File: src/rtl/loader_pkg.sv
// Shared definitions for the instruction loader: state encoding, default
// memory depth, word geometry and the COUNT legality rule.
package loader_pkg;

   localparam int unsigned DEPTH_DEFAULT  = 18;
   localparam int unsigned BYTES_PER_WORD = 4;
   localparam int unsigned BYTE_CNT_W     = $clog2(BYTES_PER_WORD);
   localparam int unsigned WORD_W         = 32;
   localparam int unsigned BYTE_W         = 8;

   typedef enum logic [2:0] {
      ST_IDLE  = 3'd0,
      ST_LOAD  = 3'd1,
      ST_WRITE = 3'd2,
      ST_CHECK = 3'd3,
      ST_DONE  = 3'd4
   } state_e;

   // A load request is legal only for 1..depth words.
   function automatic logic count_legal(input logic [31:0] count,
                                        input logic [31:0] depth);
      return (count != 32'd0) && (count <= depth);
   endfunction

endpackage

File: src/rtl/word_assembler.sv
// Collects stream bytes MSB-first into a 32-bit word; word_full_c pulses with
// the byte that completes the word, when word_c already holds the full value.
module word_assembler
   import loader_pkg::*;
(
   input  logic                clk,
   input  logic                rst_n,
   input  logic                clr_i,
   input  logic                shift_i,
   input  logic [BYTE_W-1:0]   byte_i,
   output logic [WORD_W-1:0]   word_c,
   output logic                word_full_c
);

   localparam int unsigned HIST_W = WORD_W - BYTE_W;

   logic [HIST_W-1:0]     hist_q;
   logic [BYTE_CNT_W-1:0] cnt_q;

   always_ff @(posedge clk) begin
      if (!rst_n || clr_i) begin
         hist_q <= '0;
         cnt_q  <= '0;
      end else if (shift_i) begin
         hist_q <= {hist_q[HIST_W-BYTE_W-1:0], byte_i};
         cnt_q  <= cnt_q + 1'b1;
      end
   end

   assign word_c      = {hist_q, byte_i};
   assign word_full_c = shift_i && (cnt_q == BYTE_CNT_W'(BYTES_PER_WORD - 1));

endmodule

File: src/rtl/instruction_loader.sv
// Streams bytes into 32-bit instruction-memory writes at addresses 0..COUNT-1.
// Build with LOADER_CHECKSUM_EN to require a trailing XOR checksum byte.
module instruction_loader
   import loader_pkg::*;
#(
   parameter int unsigned DEPTH = DEPTH_DEFAULT,
   parameter int unsigned CNT_W = 5
) (
   input  logic                CLK,
   input  logic                RST_N,
   input  logic                START,
   input  logic [CNT_W-1:0]    COUNT,
   input  logic [BYTE_W-1:0]   IN_DATA,
   input  logic                IN_VALID,
   output logic                IN_READY,
   output logic                WE,
   output logic signed [31:0]  WA,
   output logic [WORD_W-1:0]   WD,
   output logic                BUSY,
   output logic                DONE,
   output logic                ERR
);

   state_e             state_q;
   logic [CNT_W-1:0]   idx_q;
   logic [CNT_W-1:0]   last_q;
   logic               in_ready_q;
   logic               we_q;
   logic signed [31:0] wa_q;
   logic [WORD_W-1:0]  wd_q;
   logic               busy_q;
   logic               done_q;
   logic               err_q;
`ifdef LOADER_CHECKSUM_EN
   logic [BYTE_W-1:0]  xor_q;
`endif

   logic              xfer_c;
   logic              load_xfer_c;
   logic              start_req_c;
   logic              start_ok_c;
   logic [WORD_W-1:0] word_c;
   logic              word_full_c;

   assign xfer_c      = IN_VALID && in_ready_q;
   assign load_xfer_c = xfer_c && (state_q == ST_LOAD);
   assign start_req_c = START && ((state_q == ST_IDLE) || (state_q == ST_DONE));
   assign start_ok_c  = count_legal(32'(COUNT), 32'(DEPTH));

   // Clearing on an accepted START drops any stale partial word.
   word_assembler u_asm (
      .clk         (CLK),
      .rst_n       (RST_N),
      .clr_i       (start_req_c && start_ok_c),
      .shift_i     (load_xfer_c),
      .byte_i      (IN_DATA),
      .word_c      (word_c),
      .word_full_c (word_full_c)
   );

   always_ff @(posedge CLK) begin
      if (!RST_N) begin
         state_q    <= ST_IDLE;
         idx_q      <= '0;
         last_q     <= '0;
         in_ready_q <= 1'b0;
         we_q       <= 1'b0;
         wa_q       <= '0;
         wd_q       <= '0;
         busy_q     <= 1'b0;
         done_q     <= 1'b0;
         err_q      <= 1'b0;
`ifdef LOADER_CHECKSUM_EN
         xor_q      <= '0;
`endif
      end else begin
         we_q <= 1'b0;
         case (state_q)
            ST_IDLE, ST_DONE: begin
               if (start_req_c) begin
                  if (start_ok_c) begin
                     state_q    <= ST_LOAD;
                     idx_q      <= '0;
                     last_q     <= CNT_W'(COUNT - 1'b1);
                     in_ready_q <= 1'b1;
                     busy_q     <= 1'b1;
                     done_q     <= 1'b0;
                     err_q      <= 1'b0;
`ifdef LOADER_CHECKSUM_EN
                     xor_q      <= '0;
`endif
                  end else begin
                     state_q <= ST_IDLE;
                     err_q   <= 1'b1;
                     done_q  <= 1'b0;
                  end
               end
            end

            ST_LOAD: begin
               if (load_xfer_c) begin
`ifdef LOADER_CHECKSUM_EN
                  xor_q <= xor_q ^ IN_DATA;
`endif
                  if (word_full_c) begin
                     state_q    <= ST_WRITE;
                     in_ready_q <= 1'b0;
                     we_q       <= 1'b1;
                     wa_q       <= 32'(idx_q);
                     wd_q       <= word_c;
                  end
               end
            end

            // The write strobe is already on the outputs; advance the index.
            ST_WRITE: begin
               idx_q <= idx_q + 1'b1;
               if (idx_q == last_q) begin
`ifdef LOADER_CHECKSUM_EN
                  state_q    <= ST_CHECK;
                  in_ready_q <= 1'b1;
`else
                  state_q    <= ST_DONE;
                  busy_q     <= 1'b0;
                  done_q     <= 1'b1;
`endif
               end else begin
                  state_q    <= ST_LOAD;
                  in_ready_q <= 1'b1;
               end
            end

`ifdef LOADER_CHECKSUM_EN
            ST_CHECK: begin
               if (xfer_c) begin
                  err_q      <= (IN_DATA != xor_q);
                  state_q    <= ST_DONE;
                  in_ready_q <= 1'b0;
                  busy_q     <= 1'b0;
                  done_q     <= 1'b1;
               end
            end
`endif

            default: begin
               state_q    <= ST_IDLE;
               in_ready_q <= 1'b0;
               busy_q     <= 1'b0;
            end
         endcase
      end
   end

   assign IN_READY = in_ready_q;
   assign WE       = we_q;
   assign WA       = wa_q;
   assign WD       = wd_q;
   assign BUSY     = busy_q;
   assign DONE     = done_q;
   assign ERR      = err_q;

endmodule

File: config.mk
export PLATFORM = sky130hd
export DESIGN_NAME = instruction_loader
export DESIGN_NICKNAME = d
export VERILOG_FILES = /design/src/rtl/loader_pkg.sv /design/src/rtl/word_assembler.sv /design/src/rtl/instruction_loader.sv
export SDC_FILE = /design/constraint.sdc
export NUM_CORES = 1
export LEC_CHECK = 0
export CORE_AREA = 2 2 62 123
export DETAILED_ROUTE_END_ITERATION = 8
export DIE_AREA = 0 0 64 125
export GPL_TIMING_DRIVEN = 0
export PLACE_DENSITY = 0.78
export SLEW_MARGIN = 40
export SYNTH_ARGS = -nofsm -noshare
export SYNTH_HDL_FRONTEND = slang
export SYNTH_SLANG_ARGS = --single-unit
File: constraint.sdc
create_clock -name CLK -period 2 [get_ports CLK]
set_input_delay 0.5 -clock CLK [delete_from_list [all_inputs] [get_ports CLK]]
set_output_delay 0.5 -clock CLK [all_outputs]
set_load 0.01 [all_outputs]
==> results of run 1 <==
[per-stage QoR]
step	hold slack [ns]	setup slack, ns	total power, W	util, %	setup TNS, ns
floorplan	0.4321	0.1436	0.001857	-	0
detailed placement	0.4458	-0.5359	0.001942	58.51	-20.14
finish	0.4506	0.1048	0.003591	63.42	0
global placement	0.4420	-0.4949	0.001940	58.51	-19.01
global route	0.4725	-0.003850	0.003713	63.42	-0.005675
CTS	0.4532	0.03877	0.003602	63.07	0
[critical path: stages]
cell             delay, ns
clkdlybuf4s50_1       0.48
and3_1                0.21
buf_6                 0.14
nand2_1               0.09
buf_2                 0.25
buf_2                 0.25
nand2_1               0.08
a21oi_1               0.15
[area by class of cell]
| type | instances | share of cell area (%) |
|---|---|---|
| Inverter | 4 | 0.3333 |
| Sequential cell | 81 | 36.03 |
| Clock inverter | 2 | 0.7778 |
| Buffer | 49 | 7.417 |
| Tap cell | 92 | 2.556 |
| Clock buffer | 14 | 6.083 |
| Multi-Input combinational cell | 300 | 34.03 |
| Timing Repair Buffer | 58 | 12.78 |
[kinds of logic after synthesis]
kind of cell             count (synthesis)  share of synthesized area, %
AO/OA/AOI/OAI                           89                         15.36
XOR/XNOR                                10                         2.598
adder cells (fa/ha/maj)                  5                         1.855
buffers and inverters                   53                         10.35
flip-flops                              81                         48.09
other                                    1                        0.1112
AND/OR/NAND/NOR                        169                         21.63
[flip-flops by register name (all words and copies together), names as in the netlist]
signal	flops
idx_q	5
u_asm.cnt_q	2
WA	5
BUSY	1
WE	1
last_q	5
DONE	1
ERR	1
IN_READY	1
state_q	3
WD	32
u_asm.hist_q	24
[metal layers]
| metal | GRT usage [%] | share of wire [%] |
|---|---|---|
| met1 | 23.57 | 43 |
| met2 | 30.70 | 49 |
| met3 | 4.766 | 5.7 |
| met4 | 7.417 | 1.7 |
| met5 | 0 | 0 |
[placed cells by master (no fill, tap or decap), types with 9 or more instances in the layout]
cell type	count
buf_4	28
conb_1	27
nand2_1	132
clkdlybuf4s50_1	52
dfxtp_1	80
nor2_1	13
a21oi_1	59
clkbuf_1	13
clkbuf_16	9
[where the power goes]
part	internal, W	leakage (nW)	switching, W
Sequential	0.00163	0.654	0.0000167
Combinational	0.000125	0.884	0.000143
Clock	0.00107	0.153	0.000606
[path summary, 6_finish.rpt]
check                              end             start  slack, ns  depth (start not counted)
worst max register to register  WD[15]        state_q[1]       0.14                          8
worst min-delay path            WD[24]  u_asm.hist_q[16]       0.45                          2
worst max-delay path            WD[15]          IN_VALID       0.10                          8
worst min register to register  WD[24]  u_asm.hist_q[16]       0.45                          2
[timing repair]
item,in CTS,in global routing
pin swaps,3,0
gates resized for setup,8,5
hold buffers,0,0
endpoints found under the setup margin,39,30
buffers inserted,1,0
==> flow_summary.toml, run 1 <==
[status]
status = "finished clean"

[timing]
fin_crit_sh_pct = 94.76
min_period_ns = 1.895
slew-limit-headroom_pct = 65.52
hold_viol = 0
worstMarginPinSlew_ns = 0.5172
finalClockSkew_ns = 0.003920
setup_viol = 0
fmax_mhz = 527.6
rsz0062_at_grt = "true"
maxSlewViolCount = 0

[cts]
cts_max_level = 3
numCtsBuffers = 9
clk_path_buf_depth = 2
cts.sinks = 81
clockRootBuffer = "clkbuf_16"
clk_latency_ns = 0.33
path_clk_slew_ns = 0.06
cts_tree = "yes"

[layout]
multi_input_area_mm2 = 0.001533
drive_gt1_share_pct = 13.39
nets = 525
diodes = 0
syn2layout_area_growth_pct = 33.58
fill_cells = 615
layout.area.seq_mm2 = 0.001623
instances_no_fill = 600
finalInstanceArea_mm2 = 0.004504

[floorplanning]
fp.dieW_um = 64
row_count = 44
boundaryPins = 86
fp.dieH_um = 125
core_area_mm2 = 0.007102
dieArea_mm2 = 0.008000
start_util_pct = 47.48

[worst_setup_path]
endpoint_kind = "register"
crit_type = "in -> reg"
cp_max_fo = 10
cp_data_required_time_ns = 2.26
worstSetupStartpointType = "input port"
cp.arrival_ns = 2.15

[synth]
synthDistinctLibCells = 42
synth_seq_area_share_pct = 48.09
syn_area_per_cell_um2 = 8.265
yosysMostFrequentCell = "nand2_1"
synth_edf_count = 0
synth_commonest_cells = "132 x nand2_1, 81 x dfxtp_1, 61 x a21oi_1"
synth.ff_latch_count = 81
postSynthCellCount = 408
ys_async_sr_fraction_pct = 0
synth_top_flop_cell = "dfxtp_1"
synth_area_mm2 = 0.003372
synthTopCellsByArea = "dfxtp_1 48%, nand2_1 15%, a21oi_1 9.1%"
synth_top_area_cell = "dfxtp_1"
synth_top_area_share_pct = 48.09
yosys_warnings = 0

[detailed_routing]
viasPerCell = 4.720
dr.first_iter.drc_count = 133
wirelength_um = 7160
wl_per_cell_um = 11.93
drc = 0
dr.pass1.iters = 5
vias = 2832
antenna_left = 0

[place]
numPortBuffers = 57
gp_congestion = 0.8118
hpwlAfterDp_um = 4967
dp.cells = 583
place_area_mm2 = 0.004155

[grt]
grt_pass1_vias = 2544
grt_usage_pct = 18.86
grt_max_degree = 13
grt_pass1_wl_um = 11960
antenna_found_initial = 0
overflow = 0

[pwr]
power.density_mw_per_mm2 = 797.2
ir_drop_mv = 0.4584
p_leak_nw = 1.691

[run]
max_cap_violations = 0

[hold_path]
holdCritPathClass = "reg -> reg"
Power figures use the tool's default switching activity.
==> run 2: changes to the inputs <==
--- a/config.mk
+++ b/config.mk
@@ -6,6 +6,7 @@
 export NUM_CORES = 1
 export LEC_CHECK = 0
 export CORE_AREA = 2 2 62 123
+export CTS_BUF_LIST = sky130_fd_sc_hd__clkbuf_16
 export DETAILED_ROUTE_END_ITERATION = 8
 export DIE_AREA = 0 0 64 125
 export GPL_TIMING_DRIVEN = 0
==> run 2 against run 1 <==
Cell count up 0.17%. First-iteration DRC count decreased by 6.8%. Global-route usage grew 0.092 points. Final area is essentially flat. Die area did not move. Sequential share of layout area is essentially flat. Clock-buffer cell count shrank 5. Clock power down 7%. Total power decreased by 3.1%. Critical path depth decreased by 3. Non-clock buffer count rose by 1.
==> flow_summary.toml, run 2 (synthesis gave the netlist of run 1 again) <==
[status]
status = "finished clean"

[place]
gp_congestion = 0.8118
numPortBuffers = 57
hpwlAfterDp_um = 4967

[cts]
cts.sinks = 81
clk_latency_ns = 0.33
cts_max_level = 3
numCtsBuffers = 9
path_clk_slew_ns = 0.06
cts_tree = "yes"
clockRootBuffer = "clkbuf_16"
clk_path_buf_depth = 2

[floorplanning]
dieArea_mm2 = 0.008000
start_util_pct = 47.48
fp.dieW_um = 64
row_count = 44
boundaryPins = 86
core_area_mm2 = 0.007102
fp.dieH_um = 125

[layout]
syn2layout_area_growth_pct = 33.47
nets = 526
drive_gt1_share_pct = 13.36
multi_input_area_mm2 = 0.001540
layout.area.seq_mm2 = 0.001623
largest_reg_flops = 32
layout_commonest_cell = "nand2_1"
fill_cells = 618
final_cell_mix = "132 x nand2_1, 80 x dfxtp_1, 59 x a21oi_1"
diodes = 0
final_util_pct = 63.37

[pwr]
ir_drop_mv = 0.4623
power.density_mw_per_mm2 = 772.7
p_leak_nw = 1.701

[grt]
grt_usage_pct = 18.95
grt_max_degree = 13
grt_pass1_wl_um = 12030
antenna_found_initial = 0
grt_pass1_vias = 2533
overflow = 0

[worst_setup_path]
cp_cell_sequence = "clkdlybuf4s50_1 > nor3b_2 > nor2_2 > or4_4 > a21oi_2"
rrSetupSlack_ns = 0.17
cp_max_fo = 7
cpPeakStageDelay_ns = 0.51
cp.arrival_ns = 2.18
crit_slowest_cell = "clkdlybuf4s50_1"
crit_type = "in -> reg"
worstSetupStartpointType = "input port"
cp_data_required_time_ns = 2.27
endpoint_kind = "register"

[detailed_routing]
vias = 2830
wl_per_cell_um = 11.96
wirelength_um = 7187
dr.pass1.iters = 4
antenna_left = 0
viasPerCell = 4.709
dr.first_iter.drc_count = 124
drc = 0

[timing]
slew-limit-headroom_pct = 65.97
fmax_mhz = 521.5
finalClockSkew_ns = 0.005833
worstMarginPinSlew_ns = 0.5105
fin_crit_sh_pct = 95.88
setup_tns_ns = 0
maxSlewViolCount = 0
hold_viol = 0
min_period_ns = 1.918
setup_viol = 0

[run]
max_cap_violations = 0

[hold_path]
holdCritPathClass = "reg -> reg"
-- run 2: cell types whose count changed in the layout (fill, tap and decap cells not counted), sizes merged --
cell / previous run / this run
clkbuf: 25 / 20
inv: 3 / 5
clkinv: 2 / 5
dlygate4sd2: 4 / 3
buf: 39 / 40
dlymetal6s2s: 1 / 2
-- run 2: layout make-up --
class	instances	share of cell area [%]
plain buffers	49	7.590
clock buffers	9	5.004
clock inverters	7	1.195
inverters	4	0.3336
multi-input cells	300	34.22
flip-flops and latches	81	36.06
well taps	92	2.558
repair buffers	59	13.04
-- run 2: stage by stage --
step,cells,total power (W),cell area (um2),setup slack (ns),hold WS [ns]
4_1_cts,601,0.003479,4469,0.003438,0.4547
2_1_floorplan,434,0.001857,3470,0.1436,0.4321
5_1_grt,601,0.003592,4501,-0.01217,0.4725
3_3_place_gp,583,0.001940,4155,-0.4949,0.4420
3_5_place_dp,583,0.001942,4155,-0.5359,0.4458
6_report,601,0.003478,4501,0.08235,0.4504
-- run 2: timing repair --
| item | in CTS | in global routing |
|---|---|---|
| gates resized for setup | 11 | 7 |
| endpoints found under the hold margin | 0 | 0 |
| endpoints found under the setup margin | 39 | 37 |
| pin swaps | 2 | 1 |
| hold buffers | 0 | 0 |
| buffers inserted | 2 | 0 |
-- run 2: worst paths after layout --
path                   end  cells after the start             start
setup / recovery  idx_q[4]                      5             START
hold / removal      WD[24]                      2  u_asm.hist_q[16]
setup reg to reg    WD[15]                      8        state_q[1]
hold reg to reg     WD[24]                      2  u_asm.hist_q[16]
-- run 2: critical path: cells and delay by family --
family	cells	cell delay, ns
buffers and inverters	1	0.51
AO/OA/AOI/OAI	1	0.16
AND/OR/NAND/NOR	3	1.01
-- run 2: routing by layer --
layer | track usage [%] | vias to the layer above | share of wire (%)
li1 | - | 1486 | -
met1 | 23.86 | 1260 | 45
met2 | 30.70 | 69 | 49
met3 | 4.766 | 15 | 3.8
met4 | 7.417 | 0 | 2.7
met5 | 0 | - | 0
-- run 2: where the power goes --
part | internal [W] | switching (W) | leakage [nW] | total [W]
Sequential | 0.00163 | 0.0000163 | 0.654 | 0.00165
Combinational | 0.000130 | 0.000145 | 0.903 | 0.000275
Clock | 0.000942 | 0.000612 | 0.144 | 0.00155
==> RTL edit: new RTL, config.mk and constraints of run 2 <==
Put one more register stage on the output `ERR`, with the module's reset. The value now appears one clock later. The other outputs are not delayed to match.
--- a/src/rtl/instruction_loader.sv
+++ b/src/rtl/instruction_loader.sv
@@ -158,5 +158,11 @@
    assign BUSY     = busy_q;
    assign DONE     = done_q;
-   assign ERR      = err_q;
+   always_ff @(posedge CLK) begin
+      if (!RST_N) begin
+         ERR <= '0;
+      end else begin
+         ERR <= err_q;
+      end
+   end
 
 endmodule
Function: changed (a bounded check fails within 4 cycles, from zero or initial values and one cycle with RST_N low).
==> RTL edit against run 2 <==
Routed wire length up 1.3%. Global-route usage is essentially flat. Sequential share of layout area down 0.60 points. Setup slack better by 0.036 ns. Sequential cell count grew 1. Final area increased by 2.9%. Clock skew up 0.0012 ns. Synthesized area up 1.8%. Power down 2.1%. Hold slack got worse by 0.0014 ns. Critical path depth up 1. Highest routed layer unchanged.
==> RTL edit: results <==
status:
  status: "finished clean"
clock_network:
  clock_latency_ns: 0.34
  clkTransAtPathRegs_ns: 0.06
placement:
  numPlacedInstances: 586
  gp_congestion: 0.847
  dp_hpwl_um: 4900
  place_ws_ns: -0.667
  post_dp_cell_area_um2: 4220
grt:
  grt_max_degree: 14
  antenna_found_initial: 0
  grt_pass1_vias: 2620
  track_usage_pct: 19.0
  grt_pass1_wl_um: 12000
detailed_routing:
  wirelength_um: 7280
  wl_per_cell_um: 12.0
  drt-initial-drc-count: 154
  viasPerCell: 4.68
power:
  powerClk_mw: 1.43
  p_leak_nw: 1.80
  p_seq_share_pct: 49.0
  switchingPower_uw: 765
  ir_drop_mv: 0.471
  p_clk_share_pct: 42.0
yosys:
  ys_types: 35
  ys_seq_area_share_pct: 47.8
  synth_common_cells: "140 x nand2_1, 82 x dfxtp_1, 31 x a21boi_1"
  synth_area_leaders: "dfxtp_1 48%, nand2_1 15%, a21boi_1 6.8%"
  synth_cells: 411
cells_and_area:
  nNetsFinal: 534
  area_growth_pct: 34.8
  largest_reg_flops: 32
  drive_above_1_share_pct: 13.6
  antennaDiodeCount: 0
  nFillCells: 586
floorplan:
  dieArea_um2: 8000
critical_path:
  critPathTopFamily: "buffers and inverters"
  path_max_fanout: 5
timing:
  clock_skew_ns: 0.00701
-- RTL edit: changes by cell type in the layout (fill, tap and decap cells not counted), sizes merged, moves of 4 or more --
cell / before / now
nor3: 3 / 8
nand3: 6 / 1
o21ai: 5 / 1
a21boi: 9 / 38
a21oi: 61 / 29
nand2: 132 / 140
buf: 40 / 47
-- RTL edit: kinds of logic after synthesis --
group | count (synthesis) | share of synthesized area, %
xor gates and xnor gates | 12 | 3.06
other | 1 | 0.109
DFF | 82 | 47.8
buffers and inverters | 54 | 10.2
and+or+nand+nor | 176 | 20.9
AOI/OAI and AO/OA | 81 | 16.1
adders and majority gates | 5 | 1.82
-- RTL edit: layout make-up --
type	count	area share, %
sequential	82	35.5
multi-input combinational	301	34.1
timing repair buffer	64	14.2
buffer	51	7.84
clock buffer	9	4.86
tap	92	2.49
clock inverter	6	0.757
inverter	3	0.243
-- RTL edit: path summary, 6_finish.rpt --
kind                                 from                            end  cells after the start  slack [ns]
setup / recovery                 COUNT[2]  u_asm.hist_q[20]$_SDFFE_PP0P_                      6        0.12
hold / removal        WD[23]$_SDFFE_PN0P_            WD[23]$_SDFFE_PN0P_                      2        0.45
setup reg to reg  state_q[0]$_SDFFE_PN0P_             WD[9]$_SDFFE_PN0P_                      6        0.14
hold reg to reg       WD[23]$_SDFFE_PN0P_            WD[23]$_SDFFE_PN0P_                      2        0.45
-- RTL edit: layer usage --
metal	track usage (%)	vias up	part of all wire [%]
met5	0	-	0
met4	9.97	0	2.1
met3	3.87	14	4.9
met2	31.8	74	49
met1	22.3	1277	43
li1	-	1480	-
-- RTL edit: what timing repair did --
| action | in CTS | in global routing |
|---|---|---|
| cloned | 3 | 0 |
| gates resized for setup | 16 | 3 |
| setup endpoints to repair | 39 | 30 |
| buffers inserted | 4 | 0 |
| pin swaps | 1 | 0 |
